**src/rtl/ram_fifo_pkg.sv**
```systemverilog
`default_nettype none
// ============================================================================
//  Module      : ram_fifo_pkg
//  Description : Shared sizing constants for the RAM-backed FIFO controller.
//  Revision    : 1.0 - initial release
// ============================================================================
package ram_fifo_pkg;

    // Data width shared by the controller and the external RAM
    localparam int DATA_W = 8;
    // RAM address width and the resulting FIFO depth
    localparam int ADDR_W = 4;
    localparam int DEPTH  = 2 ** ADDR_W;
    // Pointers carry one extra wrap bit to tell full from empty
    localparam int PTR_W  = ADDR_W + 1;

endpackage : ram_fifo_pkg
`default_nettype wire

```
**src/rtl/ram_fifo_ptr.sv**
```systemverilog
`default_nettype none
// ============================================================================
//  Module      : ram_fifo_ptr
//  Description : Free-running incrementing pointer with enable; wraps
//                naturally modulo 2**WIDTH.
//  Revision    : 1.0 - initial release
// ============================================================================
module ram_fifo_ptr
    import ram_fifo_pkg::*;
#(
    parameter int WIDTH = PTR_W
)(
    input  logic             clk,
    input  logic             rst,
    input  logic             en,
    output logic [WIDTH-1:0] ptr
);

    logic [WIDTH-1:0] r_ptr;

    // Advance by one on each enabled edge; reset returns to zero at once
    always_ff @(posedge clk or posedge rst) begin
        if (rst) begin
            r_ptr <= '0;
        end else if (en) begin
            r_ptr <= r_ptr + 1'b1;
        end
    end

    assign ptr = r_ptr;

endmodule : ram_fifo_ptr
`default_nettype wire

```
**src/rtl/ram_fifo_ctrl.sv**
```systemverilog
`default_nettype none
// ============================================================================
//  Module      : ram_fifo_ctrl
//  Description : FIFO controller driving an external single-cycle-latency
//                RAM. Holds only pointers, status and the read-data stage.
//  Revision    : 1.0 - initial release
// ============================================================================
module ram_fifo_ctrl #(
    parameter int DATA_W    = ram_fifo_pkg::DATA_W,
    parameter int ADDR_W    = ram_fifo_pkg::ADDR_W,
    parameter int AFULL_LVL = 14
)(
    input  logic              clk,
    input  logic              rst,
    input  logic              push,
    input  logic [DATA_W-1:0] din,
    input  logic              pop,
    output logic              we,
    output logic [ADDR_W-1:0] wr_addr,
    output logic [DATA_W-1:0] ram_din,
    output logic              re,
    output logic [ADDR_W-1:0] re_addr,
    input  logic [DATA_W-1:0] ram_dout,
    output logic [DATA_W-1:0] dout,
    output logic              dout_valid,
    output logic              full,
    output logic              empty,
    output logic              almost_full,
    output logic [ADDR_W:0]   count,
    output logic              overflow,
    output logic              underflow
);

    localparam int c_PTR_W = ADDR_W + 1;

    logic [c_PTR_W-1:0] w_wr_ptr;
    logic [c_PTR_W-1:0] w_rd_ptr;
    logic [c_PTR_W-1:0] w_count;
    logic               w_full;
    logic               w_empty;
    logic               w_push_ok;
    logic               w_pop_ok;

    logic               r_dout_valid;
    logic [DATA_W-1:0]  r_dout_hold;
    logic               r_overflow;
    logic               r_underflow;

    // Status comes straight from the registered pointers
    assign w_empty = (w_wr_ptr == w_rd_ptr);
    assign w_full  = (w_wr_ptr[ADDR_W-1:0] == w_rd_ptr[ADDR_W-1:0]) &&
                     (w_wr_ptr[ADDR_W] != w_rd_ptr[ADDR_W]);
    assign w_count = w_wr_ptr - w_rd_ptr;

    // Requests are judged independently; reset suppresses both so the RAM
    // sees no strobe while the controller is being cleared
    assign w_push_ok = push & ~w_full  & ~rst;
    assign w_pop_ok  = pop  & ~w_empty & ~rst;

    ram_fifo_ptr #(.WIDTH(c_PTR_W)) u_wr_ptr (
        .clk (clk),
        .rst (rst),
        .en  (w_push_ok),
        .ptr (w_wr_ptr)
    );

    ram_fifo_ptr #(.WIDTH(c_PTR_W)) u_rd_ptr (
        .clk (clk),
        .rst (rst),
        .en  (w_pop_ok),
        .ptr (w_rd_ptr)
    );

    // Read-data stage: valid follows an accepted pop by one cycle, the last
    // RAM word is captured so dout holds between pops
    always_ff @(posedge clk or posedge rst) begin
        if (rst) begin
            r_dout_valid <= 1'b0;
            r_dout_hold  <= '0;
            r_overflow   <= 1'b0;
            r_underflow  <= 1'b0;
        end else begin
            r_dout_valid <= w_pop_ok;
            if (r_dout_valid) begin
                r_dout_hold <= ram_dout;
            end
            r_overflow   <= push & w_full;
            r_underflow  <= pop  & w_empty;
        end
    end

    assign we          = w_push_ok;
    assign wr_addr     = w_wr_ptr[ADDR_W-1:0];
    assign ram_din     = din;
    assign re          = w_pop_ok;
    assign re_addr     = w_rd_ptr[ADDR_W-1:0];
    assign dout        = r_dout_valid ? ram_dout : r_dout_hold;
    assign dout_valid  = r_dout_valid;
    assign full        = w_full;
    assign empty       = w_empty;
    assign count       = w_count;
    assign almost_full = (w_count >= c_PTR_W'(AFULL_LVL));
    assign overflow    = r_overflow;
    assign underflow   = r_underflow;

endmodule : ram_fifo_ctrl
`default_nettype wire

```
**config.mk**
```make
export PLATFORM = sky130hd
export DESIGN_NAME = ram_fifo_ctrl
export DESIGN_NICKNAME = d
export VERILOG_FILES = /design/src/rtl/ram_fifo_pkg.sv /design/src/rtl/ram_fifo_ptr.sv /design/src/rtl/ram_fifo_ctrl.sv
export SDC_FILE = /design/constraint.sdc
export NUM_CORES = 1
export LEC_CHECK = 0
export ABC_CLOCK_PERIOD_IN_PS = 3500
export CORE_ASPECT_RATIO = 0.5
export CORE_MARGIN = 2
export CORE_UTILIZATION = 42
export DETAILED_ROUTE_END_ITERATION = 10
export PLACE_DENSITY = 0.9
export SLEW_MARGIN = 20
export SYNTH_ARGS = -nofsm -noshare
export SYNTH_HDL_FRONTEND = slang
export SYNTH_HIERARCHICAL = 1
export SYNTH_SLANG_ARGS = --single-unit
```
**constraint.sdc**
```tcl
create_clock -name clk -period 3.5 [get_ports clk]
set_clock_uncertainty 0.05 [all_clocks]
set_input_delay 1.05 -clock clk [delete_from_list [all_inputs] [get_ports clk]]
set_output_delay 1.05 -clock clk [all_outputs]
set_load 0.05 [all_outputs]
```
**Word-level counts from Yosys, hierarchy flattened**

Index checks and enable logic that the tools add are counted.
W data, S select, Z words.

- $add $sub $neg: 3
- Multiply operators: 0
- Div/mod/pow operators: 0
- Order comparisons: 1
- Eq/ne operators: 3
- Shift-type cells: 0
- Muxes and demuxes: 1
- Bitwise operators: 9
- Reductions and logical operators: 1

Operator list:

| operator | number |
|---|---|
| $add A5 B1 Y5 const B | 2 |
| $mux W8 | 1 |
| $and A1 B1 Y1 | 6 |
| $eq A5 B5 Y1 | 1 |
| $ge A5 B4 Y1 const B | 1 |
| $sub A5 B5 Y5 | 1 |
| $eq A4 B4 Y1 | 1 |
| $not A1 Y1 | 3 |
| $logic_and A1 B1 Y1 | 1 |
| $ne A1 B1 Y1 | 1 |

- Bits in registers: 21
- Bits in latches: 0
- Memory bits (writable): 0
- Memory bits (read-only): 0
- Bits of input ports: 20
- Output and inout port bits: 37
- Word-level logic and storage cells: 24
- Memories kept: 0

**Depth between registers and ports, before layout**

Gate-level depths: netlist (run 1).

- Depth after elaboration: 5
- Mapped depth: 8
- Gate-level depth less buffers: 8

**Cells and area by module**

Netlist (run 1), hierarchy kept.

Modules (own cells, without submodules):

| module | times used | cells an instance | area an instance (um2) | sequential area each (um2) |
|---|---|---|---|---|
| ram_fifo_ctrl | 1 | 64 | 681.9 | 275.3 |
| ram_fifo_ptr | 2 | 15 | 203.9 | 125.1 |

**Least setup slack after synthesis (run 1)**

OpenSTA, ideal clock, no wires.

- Path type: reg2out
- From: register u_rd_ptr.r_ptr[1] (netlist: u_rd_ptr/ptr[1])
- To: output re
- Arrival: 3022 ps
- Required time: 2400 ps
- Setup slack: -622 ps
- Cell stages (with the launch flop): 6
- Path buffers: 0
- Path through: dfrtp_1 inv_1 ha_1 nand4_1 nor2_1 nor3b_1

- Longest elaborated chain between the ends: 4

Ends and longest elaborated chain:

| what | RTL line | text |
|---|---|---|
| from (decl) | ram_fifo_ptr.sv:19 | `logic [WIDTH-1:0] r_ptr;` |
| from (signal assigned) | ram_fifo_ptr.sv:26 | `r_ptr <= r_ptr + 1'b1;` |
| $eq A5 B5 Y1 | ram_fifo_ctrl.sv:50 | `assign w_empty = (w_wr_ptr == w_rd_ptr);` |
| named net empty | ram_fifo_ctrl.sv:27 | `output logic empty,` |
| $not A1 Y1 | ram_fifo_ctrl.sv:58 | `assign w_pop_ok = pop & ~w_empty & ~rst;` |
| $and A1 B1 Y1 (2 in a row) | ram_fifo_ctrl.sv:58 |  |
| to (decl) | ram_fifo_ctrl.sv:21 | `output logic re,` |

The timed path passes the listed nets, and every way through them passes these cells.

**Final worst setup path (run 1)**

- From: register u_wr_ptr.r_ptr[0] (netlist: u_wr_ptr/ptr[0])
- To: output almost_full

- Longest elaborated chain between the ends: 2

Ends and longest elaborated chain:

| what | RTL line | text |
|---|---|---|
| from (decl) | ram_fifo_ptr.sv:19 |  |
| from (signal assigned) | ram_fifo_ptr.sv:26 |  |
| $sub A5 B5 Y5 | ram_fifo_ctrl.sv:53 | `assign w_count = w_wr_ptr - w_rd_ptr;` |
| $ge A5 B4 Y1 | ram_fifo_ctrl.sv:102 | `assign almost_full = (w_count >= c_PTR_W'(AFULL_LVL));` |
| to (decl) | ram_fifo_ctrl.sv:28 | `output logic almost_full,` |

No other way between the ends.

==> results of run 1 <==
layout by cell type, fill, tap and decap left out, types with 2 or more instances in the layout:
| master | count |
|---|---|
| nand4_1 | 6 |
| buf_12 | 11 |
| a21oi_1 | 3 |
| dlymetal6s2s_1 | 3 |
| ha_1 | 6 |
| xnor2_1 | 7 |
| nor3b_2 | 2 |
| inv_1 | 11 |
| clkdlybuf4s50_1 | 23 |
| buf_4 | 5 |
| dfrtp_1 | 20 |
| xor2_1 | 4 |
| clkbuf_8 | 3 |
| mux2_2 | 10 |
| nor2_1 | 2 |
| and2_1 | 3 |
| nand2_1 | 3 |
critical path: stages (launching register included):
cell and delay, ns:
dfrtp_1 0.43, inv_1 0.08, ha_1 0.16, inv_1 0.06
fa_1 0.40, xnor2_1 0.16, a2111o_1 0.40, o211ai_2 0.10
buf_12 0.16
timing repair:
item | in CTS | in global routing
gates resized for setup | 0 | 3
endpoints found under the setup margin | 0 | 3
endpoints found under the hold margin | 0 | 0
path summary, 6_finish.rpt:
path | from | endpoint | slack (ns) | cells past startpoint
worst max-delay path | u_wr_ptr/ptr[0]$_DFFE_PP0P_ | almost_full | 0.19 | 8
worst min-delay path | u_wr_ptr/ptr[4]$_DFFE_PP0P_ | u_wr_ptr/ptr[4]$_DFFE_PP0P_ | 0.46 | 1
worst max register to register | u_rd_ptr/ptr[3]$_DFFE_PP0P_ | u_rd_ptr/ptr[1]$_DFFE_PP0P_ | 1.39 | 7
worst min register to register | u_wr_ptr/ptr[4]$_DFFE_PP0P_ | u_wr_ptr/ptr[4]$_DFFE_PP0P_ | 0.46 | 1
max in group asynchronous | rst | r_dout_hold[0]$_DFF_PP0_ | 1.91 | 2
min in group asynchronous | rst | u_rd_ptr/ptr[4]$_DFFE_PP0P_ | 1.11 | 2
cell usage after synthesis, drive strengths merged:
cell type and n:
fa 1, xor2 4, mux2 10, inv 11
buf 9, dfrtp 21, nand2 3, nand3b 1
and2 3, a21oi 3, xnor2 7, o211ai 1
nor2b 1, and3 1, a2111o 1, ha 6
nand4 6, nor2 2, nand3 1, nor3b 2
through the flow:
stage | worst slack (ns) | util (%) | cells | hold slack [ns] | area [µm²]
finish | 0.191 | 71.1 | 166 | 0.455 | 1650
global route | 0.0933 | 71.1 | 166 | 0.459 | 1650
CTS | 0.0157 | 70.8 | 166 | 0.456 | 1650
detailed placement | 0.304 | 68.8 | 162 | 0.446 | 1600
global placement | 0.327 | 68.8 | 162 | 0.431 | 1600
floorplan | 0.0161 | - | 94 | 0.415 | 1100
flip-flops by register name, summed over array words and instances, names as in the netlist:
register      count
overflow          1
r_dout_hold       8
underflow         1
dout_valid        1
u_wr_ptr/ptr      5
u_rd_ptr/ptr      5
final cells by class:
cell class,instances,area share [%]
Tap cell,35,2.65
Clock buffer,3,2.50
Timing Repair Buffer,42,31.8
Inverter,11,2.50
Multi-Input combinational cell,53,28.4
Sequential cell,21,31.8
Clock inverter,1,0.303
cell families after synthesis:
family	count (synthesis)	synth area share, %
muxes	10	10.3
AOI/OAI and AO/OA	5	3.56
DFF	21	48.2
and+or+nand+nor	20	10.6
adders and majority gates	7	8.73
xor gates and xnor gates	11	8.84
buffers and inverters	20	9.76
metal layers:
metal | vias to the layer above | wire length, µm | global-route usage, %
li1 | 386 | - | -
met1 | 384 | 989 | 18.0
met2 | 31 | 1110 | 31.0
met3 | 4 | 140 | 4.73
met4 | 0 | 19 | 3.64
met5 | - | 0 | 0
==> impl_metrics.toml, run 1 <==
[outcome]
status = "completed"

[cells_and_area]
n_fill_cell = 176
multi_input_area_um2 = 470
area_delta_synth_final_pct = 51.8
antenna_cells = 0
ff_latch_area_um2 = 527
nNetsFinal = 159
drive_gt1_share_pct = 26.7

[clock_tree]
post-cts-setup-buffers = 0
cts_max_level = 1
max-clock-path-buffers = 2
cts_tree = "done"
clock_latency_ns = 0.26
root_buffer = "clkbuf_8"
clk_pin_slew_worst_paths_ns = 0.07
cts_num_sinks = 21
cts_made_buffers = 3
cts_hold_buf = 0

[synthesis]
syn_area_um2 = 1090
yosysSeqAreaShare_pct = 48.2
synth_top_area_cell = "dfrtp_1"
yosys-top-cells-area = "dfrtp_1 48%, mux2_2 10%, ha_1 6.9%"
ys_types = 21
syn_nets = 121
synth_top_area_share_pct = 48.2
postSynthCellCount = 94
ys_ff_latch = 21
yosys_warnings = 6
synth_area_per_cell_um2 = 11.6

[global_routing]
grt_overflow_total = 0
grt_max_degree = 13
grt_first_pass_wirelength_mm = 3.62
grt_antenna_before_repair = 0
grt_pass1_vias = 764
grt_usage_pct = 15.7

[sta]
setup_viol = 0
min_period_ns = 3.31
finalSetupTns_ns = 0
final_hold_viol_count = 0
fin_crit_sh_pct = 94.5
slew_headroom_pct = 64.9
fmax_ghz = 0.302
rsz0062_at_grt = "false"
slew_violations = 0
tightest_slew_ns = 0.525

[placement]
port_buffers = 40
place_congestion = 0.802
dpl.hpwl_mm = 1.77

[die]
fp.dieH_um = 40.0
fp.dieW_um = 76.0
fp.dieArea_um2 = 3040
placementRows = 12
core-area_um2 = 2330
start_util_pct = 46.8
ios = 57

[drt]
route.detailed.drc = 0
dr.pass1.iters = 5
avgViaCountPerCell = 4.85
finalWirelength_mm = 2.26
routedWlPerCell_um = 13.6
vias = 805
postRouteAntennaNets = 0
dr.first_iter.drc_count = 23

[critical_path]
crit_type = "reg -> out"
critPathArrivalTime_ns = 2.21
setup.worst_path.start_class = "register"
cp_max_fo = 5
endpoint_kind = "output pin"
cp.required_ns = 2.40

[run]
cap_violations = 0

[worst_hold_path]
hold_class = "reg -> reg"
Power of run 1 is not shown: default switching activity piles up to over one toggle a cycle in this logic, so the estimate is an artifact.
==> run 2: changes to the inputs <==
--- a/config.mk
+++ b/config.mk
@@ -8,11 +8,12 @@
 export ABC_CLOCK_PERIOD_IN_PS = 3500
 export CORE_ASPECT_RATIO = 0.5
 export CORE_MARGIN = 2
-export CORE_UTILIZATION = 42
+export CORE_UTILIZATION = 30
 export DETAILED_ROUTE_END_ITERATION = 10
-export PLACE_DENSITY = 0.9
+export PLACE_DENSITY = 0.69
 export SLEW_MARGIN = 20
 export SYNTH_ARGS = -nofsm -noshare
 export SYNTH_HDL_FRONTEND = slang
 export SYNTH_HIERARCHICAL = 1
 export SYNTH_SLANG_ARGS = --single-unit
+export TNS_END_PERCENT = 1
==> run 2 against run 1 <==
Against the previous run:
- sequential share of layout area decreased by 0.10 points
- design area about the same
- non-clock buffer count unchanged
- clock-buffer cell count unchanged
- global-route usage decreased by 4.9 points
- fmax increased by 0.14%
- register-to-register slack improved by 0.03 ns
- cell count increased by 9.6%
- sequential cell count unchanged
- via count decreased by 2.7%
- largest cell class unchanged
- highest routed layer unchanged
==> impl_metrics.toml, run 2 (synthesized netlist as in run 1, its figures left out) <==
[outcome]
status = "completed"

[placement]
place_congestion = 0.727
port_buffers = 40
pre_cts_ws_ns = 0.310
place_inst = 178
dpl.hpwl_mm = 1.69

[die]
placementRows = 15
fp.dieArea_um2 = 4160
start_util_pct = 31.6
ios = 57
fp.dieW_um = 89.2
core-area_um2 = 3450
fp.dieH_um = 46.6

[sta]
fin_crit_sh_pct = 94.4
setup_viol = 0
finalSetupTns_ns = 0
slew_headroom_pct = 65.6
tightest_slew_ns = 0.514
setup_slack_ns = 0.196
final_hold_viol_count = 0
holdWs_ns = 0.450
min_period_ns = 3.30
slew_violations = 0
rsz0062_at_grt = "false"
fmax_ghz = 0.303

[cells_and_area]
largest_register_ffs = 8
final_cells = 182
area_delta_synth_final_pct = 51.9
n_fill_cell = 338
antenna_cells = 0
drive_gt1_share_pct = 26.0
nNetsFinal = 159
final_cell_mix = "23 x clkdlybuf4s50_1, 21 x dfrtp_1, 11 x inv_1, 11 x buf_12, 10 x mux2_2"
top_register = "r_dout_hold"
final_common_cell = "clkdlybuf4s50_1"

[critical_path]
cp_max_fo = 5
critPathArrivalTime_ns = 2.20
crit_type = "reg -> out"
endpoint_kind = "output pin"
reg2reg_from = "u_rd_ptr/ptr[3]$_DFFE_PP0P_"
cp.required_ns = 2.40
setup.worst_path.start_class = "register"
startpoint = "u_wr_ptr/ptr[0]$_DFFE_PP0P_"

[clock_tree]
clk_pin_slew_worst_paths_ns = 0.07
cts_tree = "done"
clock_latency_ns = 0.26
cts_max_level = 1
post-cts-setup-buffers = 0
cts_resized = 0
cts_hold_buf = 0
root_buffer = "clkbuf_8"
cts_num_sinks = 21
cts_made_buffers = 3
max-clock-path-buffers = 2

[drt]
vias = 783
routedWlPerCell_um = 11.7
postRouteAntennaNets = 0
dr.pass1.iters = 4
avgViaCountPerCell = 4.30
finalWirelength_mm = 2.13
route.detailed.drc = 0
dr.first_iter.drc_count = 26

[global_routing]
grt_usage_pct = 10.9
grt_pass1_vias = 759
grt_first_pass_wirelength_mm = 3.35
grt_max_degree = 13
grt_antenna_before_repair = 0
grt_overflow_total = 0

[worst_hold_path]
hold_start = "u_rd_ptr/ptr[4]$_DFFE_PP0P_"
hold_class = "reg -> reg"

[run]
cap_violations = 0
[run 2: cell count changes in the layout (fill, tap and decap cells not counted), sizes merged]
cell	change
buf	+2
dlymetal6s2s	-2
[run 2: final timing paths]
path                                                    end  slack, ns  cells past startpoint
worst max-delay path                            almost_full       0.20                      8
worst max register to register  u_rd_ptr/ptr[1]$_DFFE_PP0P_       1.42                      7
max in group asynchronous              dout_valid$_DFF_PP0_       1.93                      2
worst min-delay path            u_rd_ptr/ptr[4]$_DFFE_PP0P_       0.45                      1
min in group asynchronous       u_rd_ptr/ptr[3]$_DFFE_PP0P_       1.07                      2
worst min register to register  u_rd_ptr/ptr[4]$_DFFE_PP0P_       0.45                      1
[run 2: critical path, cell delays in order, from the launching register on]
cell and delay (ns):
dfrtp_1 0.43, inv_1 0.08, ha_1 0.16, inv_1 0.05
fa_1 0.39, xnor2_1 0.16, a2111o_1 0.40, o211ai_2 0.11
buf_12 0.17
[run 2: metrics by stage]
step	utilization (%)	cell area (µm²)
after global routing	47.9	1660
final	47.9	1660
after CTS	47.9	1650
after global placement	46.5	1610
after floorplan	-	1090
after detailed placement	46.5	1610
[run 2: per-layer routing]
layer | GRT usage (%) | wire, µm | up-vias
li1 | - | - | 379
met1 | 14.1 | 974 | 375
met2 | 17.8 | 993 | 27
met3 | 2.87 | 140 | 2
met4 | 4.18 | 19 | 0
met5 | 0 | 0 | -
[run 2: cell type report]
cell class	count	area, µm²	share of cell area [%]
Clock buffer	3	41.3	2.49
Clock inverter	1	5.00	0.302
Inverter	11	41.3	2.49
Multi-Input combinational cell	53	463	28.0
Sequential cell	21	526	31.7
Tap cell	51	63.8	3.85
Timing Repair Buffer	42	515	31.1
Power of run 2 is left out for the same reason.
